$ cat src/rtl/integration_result_sink_if.sv
// Streaming bundle for the integration result sink.
// Input side (asi_*) carries integrator results and has no back-pressure.
// Output side (aso_*) is a ready/valid source toward the readout logic.
// N must match the N parameter of the integration_result_sink that uses it.
interface integration_result_sink_if #(
  parameter int N = 32
);
  logic [N-1:0] asi_data;
  logic         asi_valid;
  logic [N-1:0] aso_data;
  logic         aso_valid;
  logic         aso_ready;

  // Producer/consumer side: drives samples in and readiness, observes the stream out
  modport master (
    output asi_data,
    output asi_valid,
    output aso_ready,
    input  aso_data,
    input  aso_valid
  );

  // Sink side: consumes integrator samples and sources the buffered stream
  modport slave (
    input  asi_data,
    input  asi_valid,
    input  aso_ready,
    output aso_data,
    output aso_valid
  );
endinterface

$ cat src/rtl/integration_result_sink.sv
// Integration result sink.
// Decimates the integrator result stream by coe_decim (0 behaves as 1), buffers
// kept samples in a show-ahead FIFO and presents them on a ready/valid source.
// A kept sample that finds the FIFO full (with no pop that cycle) is dropped and
// sets the sticky coe_ovf flag.
// Optional feature macro: INTEGRATION_SINK_DROP_CNT_EN adds a saturating 16-bit
// dropped-sample counter on output coe_drop_cnt.
module integration_result_sink #(
  parameter int N     = 32,
  parameter int DEPTH = 8,
  parameter int DW    = 8
) (
  input  logic                       csi_clk,
  input  logic                       rsi_srst,
  integration_result_sink_if.slave   bus,
  input  logic [DW-1:0]              coe_decim,
  output logic                       coe_ovf,
  input  logic                       coe_ovf_clr,
`ifdef INTEGRATION_SINK_DROP_CNT_EN
  output logic [15:0]                coe_drop_cnt,
`endif
  output logic [$clog2(DEPTH):0]     coe_level
);

  localparam int AW = $clog2(DEPTH);
  localparam int LW = AW + 1;

  // Sample storage; show-ahead read so the head is always on aso_data
  logic [N-1:0]  mem [DEPTH];

  logic [AW-1:0] wr_ptr_reg, wr_ptr_next;
  logic [AW-1:0] rd_ptr_reg, rd_ptr_next;
  logic [LW-1:0] count_reg, count_next;
  logic [DW-1:0] dcnt_reg, dcnt_next;
  logic          ovf_reg, ovf_next;

  logic [DW-1:0] eff;
  logic [DW-1:0] eff_m1;
  logic          kept;
  logic          pop;
  logic          push;
  logic          drop;
  logic          full;

  // Decimation decision and FIFO handshake qualifiers
  always_comb begin
    eff    = (coe_decim == '0) ? DW'(1) : coe_decim;
    eff_m1 = eff - DW'(1);
    // >= (not ==) so lowering the ratio mid-count keeps the very next sample
    kept   = bus.asi_valid && (dcnt_reg >= eff_m1);
    full   = (count_reg == LW'(DEPTH));
    pop    = (count_reg != '0) && bus.aso_ready;
    // A pop in the same cycle frees the slot, so a full FIFO can still accept
    push   = kept && (!full || pop);
    drop   = kept && !push;
  end

  // Next-state for pointers, occupancy, decimation counter and overflow flag
  always_comb begin
    wr_ptr_next = wr_ptr_reg;
    rd_ptr_next = rd_ptr_reg;
    count_next  = count_reg;
    dcnt_next   = dcnt_reg;
    ovf_next    = ovf_reg;

    if (push) begin
      wr_ptr_next = wr_ptr_reg + AW'(1);
    end
    if (pop) begin
      rd_ptr_next = rd_ptr_reg + AW'(1);
    end
    if (push && !pop) begin
      count_next = count_reg + LW'(1);
    end else if (pop && !push) begin
      count_next = count_reg - LW'(1);
    end

    if (bus.asi_valid) begin
      dcnt_next = kept ? '0 : dcnt_reg + DW'(1);
    end

    // A new drop wins over a clear request in the same cycle
    if (drop) begin
      ovf_next = 1'b1;
    end else if (coe_ovf_clr) begin
      ovf_next = 1'b0;
    end
  end

  // Control state registers with synchronous reset
  always_ff @(posedge csi_clk) begin
    if (rsi_srst) begin
      wr_ptr_reg <= '0;
      rd_ptr_reg <= '0;
      count_reg  <= '0;
      dcnt_reg   <= '0;
      ovf_reg    <= 1'b0;
    end else begin
      wr_ptr_reg <= wr_ptr_next;
      rd_ptr_reg <= rd_ptr_next;
      count_reg  <= count_next;
      dcnt_reg   <= dcnt_next;
      ovf_reg    <= ovf_next;
    end
  end

  // Sample memory write; contents are never cleared, only the pointers are
  always_ff @(posedge csi_clk) begin
    if (push && !rsi_srst) begin
      mem[wr_ptr_reg] <= bus.asi_data;
    end
  end

`ifdef INTEGRATION_SINK_DROP_CNT_EN
  logic [15:0] drop_cnt_reg, drop_cnt_next;

  // Saturating drop counter; a drop coinciding with a clear restarts at 1
  always_comb begin
    drop_cnt_next = drop_cnt_reg;
    if (coe_ovf_clr) begin
      drop_cnt_next = drop ? 16'd1 : 16'd0;
    end else if (drop && (drop_cnt_reg != 16'hFFFF)) begin
      drop_cnt_next = drop_cnt_reg + 16'd1;
    end
  end

  // Drop counter register
  always_ff @(posedge csi_clk) begin
    if (rsi_srst) begin
      drop_cnt_reg <= '0;
    end else begin
      drop_cnt_reg <= drop_cnt_next;
    end
  end

  assign coe_drop_cnt = drop_cnt_reg;
`endif

  // Outputs are all derived from registered state
  assign bus.aso_data  = mem[rd_ptr_reg];
  assign bus.aso_valid = (count_reg != '0);
  assign coe_level     = count_reg;
  assign coe_ovf       = ovf_reg;

endmodule
$ cat src/flat_wrapper.sv
// flat-port wrapper written by rule: the top's interface ports become plain ports
module integration_result_sink_flat 
#(
  parameter int N     = 32,
  parameter int DEPTH = 8,
  parameter int DW    = 8
)
  (csi_clk, rsi_srst, coe_decim, coe_ovf, coe_ovf_clr, coe_level, bus_asi_data, bus_asi_valid, bus_aso_ready, bus_aso_data, bus_aso_valid);
  integration_result_sink_if #(.N(N)) bus_i ();
  input  logic csi_clk;
  input  logic rsi_srst;
  input  logic [DW-1:0] coe_decim;
  output logic coe_ovf;
  input  logic coe_ovf_clr;
  output logic [$clog2(DEPTH):0] coe_level;
  input wire logic [$bits(bus_i.asi_data)-1:0] bus_asi_data;
  input wire logic [$bits(bus_i.asi_valid)-1:0] bus_asi_valid;
  input wire logic [$bits(bus_i.aso_ready)-1:0] bus_aso_ready;
  output wire logic [$bits(bus_i.aso_data)-1:0] bus_aso_data;
  output wire logic [$bits(bus_i.aso_valid)-1:0] bus_aso_valid;
  assign bus_i.asi_data = bus_asi_data;
  assign bus_i.asi_valid = bus_asi_valid;
  assign bus_i.aso_ready = bus_aso_ready;
  assign bus_aso_data = bus_i.aso_data;
  assign bus_aso_valid = bus_i.aso_valid;
  integration_result_sink #(.N(N), .DEPTH(DEPTH), .DW(DW)) u_core (.csi_clk(csi_clk), .rsi_srst(rsi_srst), .bus(bus_i), .coe_decim(coe_decim), .coe_ovf(coe_ovf), .coe_ovf_clr(coe_ovf_clr), .coe_level(coe_level));
endmodule
$ cat config.mk
export PLATFORM = sky130hd
export DESIGN_NAME = integration_result_sink_flat
export DESIGN_NICKNAME = d
export VERILOG_FILES = /design/src/rtl/integration_result_sink_if.sv /design/src/rtl/integration_result_sink.sv /design/src/flat_wrapper.sv
export SDC_FILE = /design/constraint.sdc
export NUM_CORES = 1
export LEC_CHECK = 0
export BUFFER_PORTS_ARGS = -buffer_cell sky130_fd_sc_hd__buf_4
export CAP_MARGIN = 20
export CORE_MARGIN = 4
export CORE_UTILIZATION = 55
export DETAILED_ROUTE_END_ITERATION = 10
export HOLD_SLACK_MARGIN = 0.1
export PLACE_DENSITY = 0.74
export REMOVE_ABC_BUFFERS = 1
export SETUP_SLACK_MARGIN = 0.5
export SLEW_MARGIN = 20
export SYNTH_ARGS = -nofsm -noshare
export SYNTH_HDL_FRONTEND = slang
export SYNTH_SLANG_ARGS = --single-unit
$ cat constraint.sdc
create_clock -name csi_clk -period 21.7 [get_ports csi_clk]
set_clock_uncertainty 0.15 [all_clocks]
set_input_delay 1.085 -clock csi_clk [delete_from_list [all_inputs] [get_ports csi_clk]]
set_output_delay 1.085 -clock csi_clk [all_outputs]
set_load 0.02 [all_outputs]
==> results.txt, run 1 <==
----------------------------------------------------
[Power]
  Leakage dissipation ... 4.24 nW
  Internal power consumption ... 0.00100 W
  Maximum vdd ir drop ... 74.5 uV
  Combinational power share ... 19.9%
  Cell area power density ... 103 nW/um^2
  Part of the total power dissipated in the clock network ... 33.9%
  Switching Share ... 24.3%
  Share of total power in sequential cells ... between 40% and 50%
  Reported net switching power ... 0.000321 W

[Placed design]
  RePlAce Congestion ... about 0.81
  PortBufs ... 82
  Detailed Place HPWL ... roughly 11 mm

[Floorplan]
  Vertical extent of the die ... around 150 um
  I/O pin total ... 83
  Area of the die ... 22600 sq um
  Placement row count ... 51
  Floorplan die width ... between 150 and 200 um
  Starting utilization of the core area ... around 56%
  Core box area ... 19700 sq um

[STA]
  Setup tns final ... 0 ns
  Clock period minus final worst setup slack ... 4.67 ns
  Final hold violation count ... 0
  Hold slack ... 0.325 ns
  Slew @ Worst Pin ... 1.03 ns
  Maximum achievable frequency ... 0.214 GHz
  Max-slew headroom ... 31.5%
  Max-slew violations ... 0
  Setup-failing EPs final ... 0
  Setup repair after global routing missed its margin ... no
  Share of the clock period used by the worst path after layout ... 21.5%

[Detailed routing]
  Antenna-violating nets left ... 0
  Routed length on met3 ... about 1.1 mm
  Via-per-instance ratio ... 5.79
  Highest signal layer in the routed design ... met4
  Amount of wire on met2 after detailed routing ... 9.82 mm
  Wire per inst ... 21.8 um
  First DRT Iteration DRCs ... 357
  Total wire length ... 19.6 mm
  Number of optimization iterations in the first detailed-route pass ... 5
  Routed length on met1 ... around 8.4 mm
  Total via count in the routed design ... between 5000 and 6000
  DRC violations left ... 0

[Final layout]
  Footprint of the multi-input gates ... 2810 sq um
  Layout cells sized above 1 ... 32.2%
  Sequential standard cell area ... a little over 8000 sq um
  Area added between synthesis and finish ... 15.0%
  Net count, final ... 678
  Final-layout fill cell count ... ~1300
  Flip-flop count of the largest register, all copies and words added ... 256
  Antenna diode instance count ... 0
  Most frequent standard cell in the layout excluding fill and tap cells ... edfxtp_1
  Commonest cells after routing, fill and taps aside ... edfxtp_1 (256), buf_4 (86), mux4_2 (34), mux2_2 (34), mux4_1 (30)

[Clocking]
  CTS-repair resized insts ... 0
  Number of sinks on the clock net ... 278
  Clock latency at the later pin of the worst-skew pair ... 0.51 ns
  Clock tree buffer depth ... 3
  Number of buffers inserted by hold repair at cts ... 0
  Clock transition at the registers of the reported paths ... around 0.06 ns
  Library cell used as clock root buffer ... clkbuf_16
  H-tree depth reported by CTS ... 1
  Clock tree from TritonCTS ... built
  Number of buffers inserted to repair setup after CTS ... 0
  Total CTS buffers ... 27

[Global routing]
  Pin count of the biggest net entering global routing ... 65
  Number of global-route vias before repair ... 5448
  Wire length of the first global-routing pass ... 31.0 mm
  Global Route Usage Sum ... 18.0%
  Initial antenna violation count ... 0
  GRT Residual Overflow ... 0

[Flow run]
  Maxcap violations ... 0

[Synthesis]
  Yosys synthesis warning count ... 0
  Post-Syn Area per Cell ... 21.3 sq um
  Fraction of the yosys area taken by sequential cells ... between 70 and 80%
  Cell Area, Synth ... 11100 sq um
  Cell type contributing the most total cell area after synthesis ... edfxtp_1
  Number of storage elements in the synthesis netlist ... 278
  Unique masters post-synth ... 44
  Area share of the leading cell type in the synthesized netlist ... 69.0%
  Cells taking the most area after synthesis ... edfxtp_1 (69%), mux4_1 (7.1%), mux4_2 (6.9%)
  Syn Inst Count ... 523

[Worst setup path]
  Largest driver fanout on the critical path ... 9
  Crit Path Category ... in2reg
  Setup crit end kind ... flop
  Data required time of the critical path ... 22.00 ns
  Startpoint class of the critical path ... primary input
  Arrival time worst endpoint ... 4.97 ns

[Outcome]
  Status ... completed

[Worst hold path]
  Worst Hold Class ... reg2reg

----------------------------------------------------
## through the flow
stage	setup WS, ns	total power, W	util, %	cell area, sq um	cells
3_3_place_gp	16.66	0.000884	60.5	11900	853
2_1_floorplan	12.87	0.000807	-	10900	502
3_5_place_dp	16.55	0.000889	60.5	11900	853
6_report	17.03	0.00132	64.9	12800	902
5_1_grt	16.69	0.00138	64.9	12800	902
4_1_cts	17.06	0.00133	64.9	12800	902
## metal layers
metal  global-route usage, %  vias to the layer above
li1                        -                     2360
met1                    25.7                     2707
met2                    29.7                      127
met3                    3.31                       26
met4                    3.29                        0
met5                       0                        -
## cells by family after synthesis
group | after synthesis | share of synthesized area [%]
flip-flops | 278 | 73.0
XOR/XNOR | 17 | 1.34
multiplexers | 101 | 17.7
AND/OR/NAND/NOR | 66 | 3.04
adder cells (fa/ha/maj) | 16 | 1.86
buffers and inverters | 24 | 1.94
AO/OA/AOI/OAI | 21 | 1.18
## power groups by stage
stage          registers, W  clock network, W  logic [W]
6_report           0.000610          0.000449   0.000264
5_1_grt            0.000612          0.000481   0.000286
4_1_cts            0.000611          0.000455   0.000268
3_5_place_dp       0.000622                 0   0.000267
3_3_place_gp       0.000621                 0   0.000263
2_1_floorplan      0.000640                 0   0.000167
## layout make-up
type                            count  share of cell area, %
Clock buffer                       36                   5.94
Timing Repair Buffer               86                   5.04
Multi-Input combinational cell    221                   22.0
Tap cell                          265                   2.59
Clock inverter                     13                  0.831
Inverter                            3                 0.0880
Sequential cell                   278                   63.5
## cell usage after synthesis (all sizes together)
cell,count
inv,3
o21ai,3
nand2,10
a2111oi,2
buf,11
and4,2
a21o,2
and3,2
nand2b,7
a21oi,11
ha,15
or3,1
or4,2
nand3b,2
nand4,2
mux2,34
dlymetal6s2s,1
mux4,64
nand3,4
dfxtp,22
and3b,1
and4b,1
dlygate4sd1,2
nor2,25
clkbuf,5
dlymetal6s4s,2
edfxtp,256
mux2i,3
xnor2,9
nor2b,3
xor2,8
nor3,3
fa,1
o2111ai,1
a31oi,1
o211ai,1
nor4,1
## final timing paths
check,startpoint,to,slack [ns],depth (start not counted)
hold reg to reg,u_core.rd_ptr_reg[1],flop,0.33,2
hold / removal,u_core.rd_ptr_reg[1],flop,0.33,2
setup reg to reg,u_core.dcnt_reg[0],u_core.coe_level[3],18.57,14
setup / recovery,coe_decim[3],u_core.coe_level[3],17.03,21
## critical path: stages
cell      delay [ns]
buf_4           0.13
or4_1           0.54
nor2_1          0.14
a21oi_1         0.11
ha_1            0.22
nand2b_1        0.09
nor4_1          0.06
xnor2_1         0.14
ha_1            0.29
nand2_1         0.05
o21ai_0         0.21
nand3_1         0.21
nand2_2         0.20
ha_1            0.22
inv_1           0.10
ha_1            0.28
a21o_1          0.18
a21oi_1         0.19
xnor2_1         0.10
or3_1           0.30
a21oi_1         0.14
No activity file was read; power rests on OpenSTA's default activity.
==> inputs of run 2 (changes only) <==
--- a/config.mk
+++ b/config.mk
@@ -5,13 +5,14 @@
 export SDC_FILE = /design/constraint.sdc
 export NUM_CORES = 1
 export LEC_CHECK = 0
+export ABC_AREA = 1
 export BUFFER_PORTS_ARGS = -buffer_cell sky130_fd_sc_hd__buf_4
 export CAP_MARGIN = 20
 export CORE_MARGIN = 4
-export CORE_UTILIZATION = 55
+export CORE_UTILIZATION = 54
 export DETAILED_ROUTE_END_ITERATION = 10
 export HOLD_SLACK_MARGIN = 0.1
-export PLACE_DENSITY = 0.74
+export PLACE_DENSITY = 0.76
 export REMOVE_ABC_BUFFERS = 1
 export SETUP_SLACK_MARGIN = 0.5
 export SLEW_MARGIN = 20
==> constraint.sdc (replaced) <==
create_clock -name csi_clk -period 3.75 [get_ports csi_clk]
set_clock_uncertainty 0.15 [all_clocks]
set_input_delay 0.1875 -clock csi_clk [delete_from_list [all_inputs] [get_ports csi_clk]]
set_output_delay 0.1875 -clock csi_clk [all_outputs]
set_load 0.02 [all_outputs]
==> run 2 against run 1 <==
Net effect:
- critical endpoint unchanged
- sequential cell count did not move
- final area grew 7.2%
- register-to-register slack lost 18 ns
- highest routed layer unchanged
- die area increased by 3.4%
- largest power group unchanged
- power grew to 6.9 times the previous value
==> results.txt, run 2 <==
----------------------------------------------------
[Synthesis]
  Yosys synthesis warning count ... 0
  Cell Area, Synth ... 11300 sq um
  Number of storage elements in the synthesis netlist ... between 200 and 300
  Cell type contributing the most total cell area after synthesis ... edfxtp_1
  Area share of the leading cell type in the synthesized netlist ... 67.8%
  Post-Syn Area per Cell ... 12.2 sq um
  Unique masters post-synth ... 27
  Fraction of the yosys area taken by sequential cells ... 71.7%
  Leading register cell type out of synthesis ... edfxtp_1
  Post-synth ARST share ... 0%
  Cells taking the most area after synthesis ... edfxtp_1 (68%), nor2_1 (7.6%), o32ai_1 (4.9%)
  Syn Inst Count ... 931
  Top-count cell post-synth ... edfxtp_1
  Number of synthesized flops with an enable pin ... 256
  Most frequent cells after synthesis ... edfxtp_1 (256), nor2_1 (230), nand2_1 (135)

[Global routing]
  Global Route Usage Sum ... 19.2%
  Wire length of the first global-routing pass ... 36.8 mm
  Initial antenna violation count ... 1
  GRT Residual Overflow ... 0
  Number of global-route vias before repair ... 7245
  Pin count of the biggest net entering global routing ... 83

[STA]
  Final hold violation count ... 0
  Share of the clock period used by the worst path after layout ... 79.7%
  Setup repair after global routing missed its margin ... yes
  Setup-failing EPs final ... 0
  Maximum achievable frequency ... 0.334 GHz
  Hold slack ... 0.244 ns
  Slew @ Worst Pin ... 0.586 ns
  Max-slew violations ... 0
  Max-slew headroom ... 60.9%
  Clock period minus final worst setup slack ... around 3.0 ns

[Worst setup path]
  Crit-path slowest cell ... ha_1
  Cell with the most instances on the worst path ... nand2_1
  Crit Path Category ... in2reg
  R2r setup slk ... 1.02 ns
  Data required time of the critical path ... a little over 4 ns
  Startpoint class of the critical path ... primary input
  Startpoint of the worst-slack reg-to-reg timing path ... u_core.dcnt_reg[3]
  Number of buffer and inverter stages on the critical path ... 5
  Worst reg2reg path depth ... 19
  Crit Reg-Reg Endpoint ... u_core.coe_level[3]
  Setup crit end kind ... flop
  Max incr delay on CP ... 0.31 ns
  Arrival time worst endpoint ... 3.30 ns
  Gate family responsible for the most delay along the worst path ... adder cells
  Largest driver fanout on the critical path ... 7

[Final layout]
  Final-layout fill cell count ... 1446
  Area added between synthesis and finish ... 21.1%
  Flip-flop count of the largest register, all copies and words added ... around 260
  Most frequent standard cell in the layout excluding fill and tap cells ... edfxtp_1
  Layout cells sized above 1 ... 14.8%
  Commonest cells after routing, fill and taps aside ... edfxtp_1 (256), nor2_1 (221), nand2_1 (135)
  Net count, final ... 1106
  Sequential standard cell area ... between 8000 and 9000 sq um
  Footprint of the multi-input gates ... 2850 sq um
  Cell Count, Final, Fillers Out ... ~1300

[Floorplan]
  Floorplan die width ... ~150 um
  Core box area ... 20400 sq um
  Area of the die ... 23400 sq um
  Vertical extent of the die ... 153 um
  Starting utilization of the core area ... 55.5%
  I/O pin total ... 83
  Placement row count ... 52

[Detailed routing]
  DRC violations left ... 0
  Antenna-violating nets left ... 0
  Via-per-instance ratio ... 5.57
  First DRT Iteration DRCs ... ~650
  Wire per inst ... 17.4 um
  Total via count in the routed design ... 7447
  Number of optimization iterations in the first detailed-route pass ... 6
  Total wire length ... between 20 and 25 mm

[Clocking]
  Number of sinks on the clock net ... ~280
  Clock latency at the later pin of the worst-skew pair ... approximately 0.53 ns
  H-tree depth reported by CTS ... 1
  Clock tree buffer depth ... 3
  Library cell used as clock root buffer ... clkbuf_16
  Total CTS buffers ... 28
  Clock transition at the registers of the reported paths ... 0.06 ns
  Number of buffers inserted to repair setup after CTS ... 0
  Clock tree from TritonCTS ... built

[Flow run]
  Maxcap violations ... 0

[Power]
  Maximum vdd ir drop ... between 500 and 600 uV
  Cell area power density ... 663 nW/um^2
  Leakage dissipation ... 4.97 nW

[Worst hold path]
  HP Start ... rsi_srst
  Endpoint of the worst hold-timing path ... u_core.coe_level[0]
  Number of instances on the worst hold path ... 3
  Worst Hold Class ... in2reg

[Placed design]
  Detailed Place HPWL ... 12.3 mm
  RePlAce Congestion ... 0.759
  PortBufs ... 82
  Instance count after placement with tap cells included ... 1249

[Outcome]
  Status ... completed

----------------------------------------------------
-- run 2: changes by cell type in the layout (fill, tap and decap cells not counted), sizes merged, moves of 5 or more --
cell	change
mux4	-64
mux2	-34
dlygate4sd3	+36
o21ai	+68
nand3	+10
inv	+37
nand2b	-7
bufinv	+5
nor2	+205
buf	+13
nand2	+126
xnor2	-6
o32ai	+64
-- run 2: layer usage --
layer	share of wire, %	track usage (%)	vias to the layer above
met5	0	0	-
met4	1.9	5.13	0
met3	7.1	3.17	39
met2	49	31.7	306
met1	42	27.0	3553
li1	-	-	3549
-- run 2: worst min-delay path, cell delays in order --
cell	delay [ns]
dlygate4sd3_1	0.53
buf_4	0.12
nor2_1	0.04
-- run 2: kinds of logic after synthesis --
family / synth area share (%)
and+or+nand+nor: 13.2
DFF: 71.7
AOI/OAI and AO/OA: 8.64
buffers and inverters: 3.75
adders and majority gates: 1.83
xor gates and xnor gates: 0.773
muxes: 0.0883
-- run 2: worst max-delay path by stage --
stage	depth (start not counted)	to	start	slack, ns
after floorplan	5	bus_aso_data[0]	flop	-0.69
after global placement	24	u_core.coe_level[3]	coe_decim[4]	0.28
after detailed placement	25	u_core.coe_level[3]	coe_decim[5]	0.12
after CTS	6	bus_aso_data[4]	flop	0.60
after global routing	25	u_core.coe_level[3]	coe_decim[4]	0.45
final	25	u_core.coe_level[3]	coe_decim[5]	0.76
-- run 2: power breakdown --
| group | internal, W | switching [W] |
|---|---|---|
| Clock | 0.00189 | 0.00111 |
| Sequential | 0.00343 | 0.000180 |
| Combinational | 0.000960 | 0.00153 |
-- run 2: layout make-up --
| class | instances | area share, % |
|---|---|---|
| sequential | 278 | 59.3 |
| multi-input combinational | 562 | 20.8 |
| timing repair buffer | 135 | 8.92 |
| clock buffer | 33 | 5.40 |
| tap | 270 | 2.46 |
| clock inverter | 19 | 1.99 |
| inverter | 40 | 1.13 |
| antenna | 1 | 0.0182 |
-- run 2: through the flow --
stage | utilization, % | setup WS, ns | total power (W) | instance area (sq um) | setup TNS [ns]
2_1_floorplan | - | -0.692 | 0.00519 | 11100 | -44.04
3_3_place_gp | 60.3 | 0.282 | 0.00604 | 12300 | 0
3_5_place_dp | 60.3 | 0.117 | 0.00610 | 12300 | 0
4_1_cts | 67.1 | 0.595 | 0.00915 | 13700 | 0
5_1_grt | 67.2 | 0.449 | 0.00955 | 13700 | 0
6_report | 67.2 | 0.760 | 0.00910 | 13700 | 0
-- run 2: timing repair --
action                                  CTS  global route
endpoints found under the setup margin    5            12
resized for setup                         1             7
hold buffers                             36             0
endpoints found under the hold margin   278             0
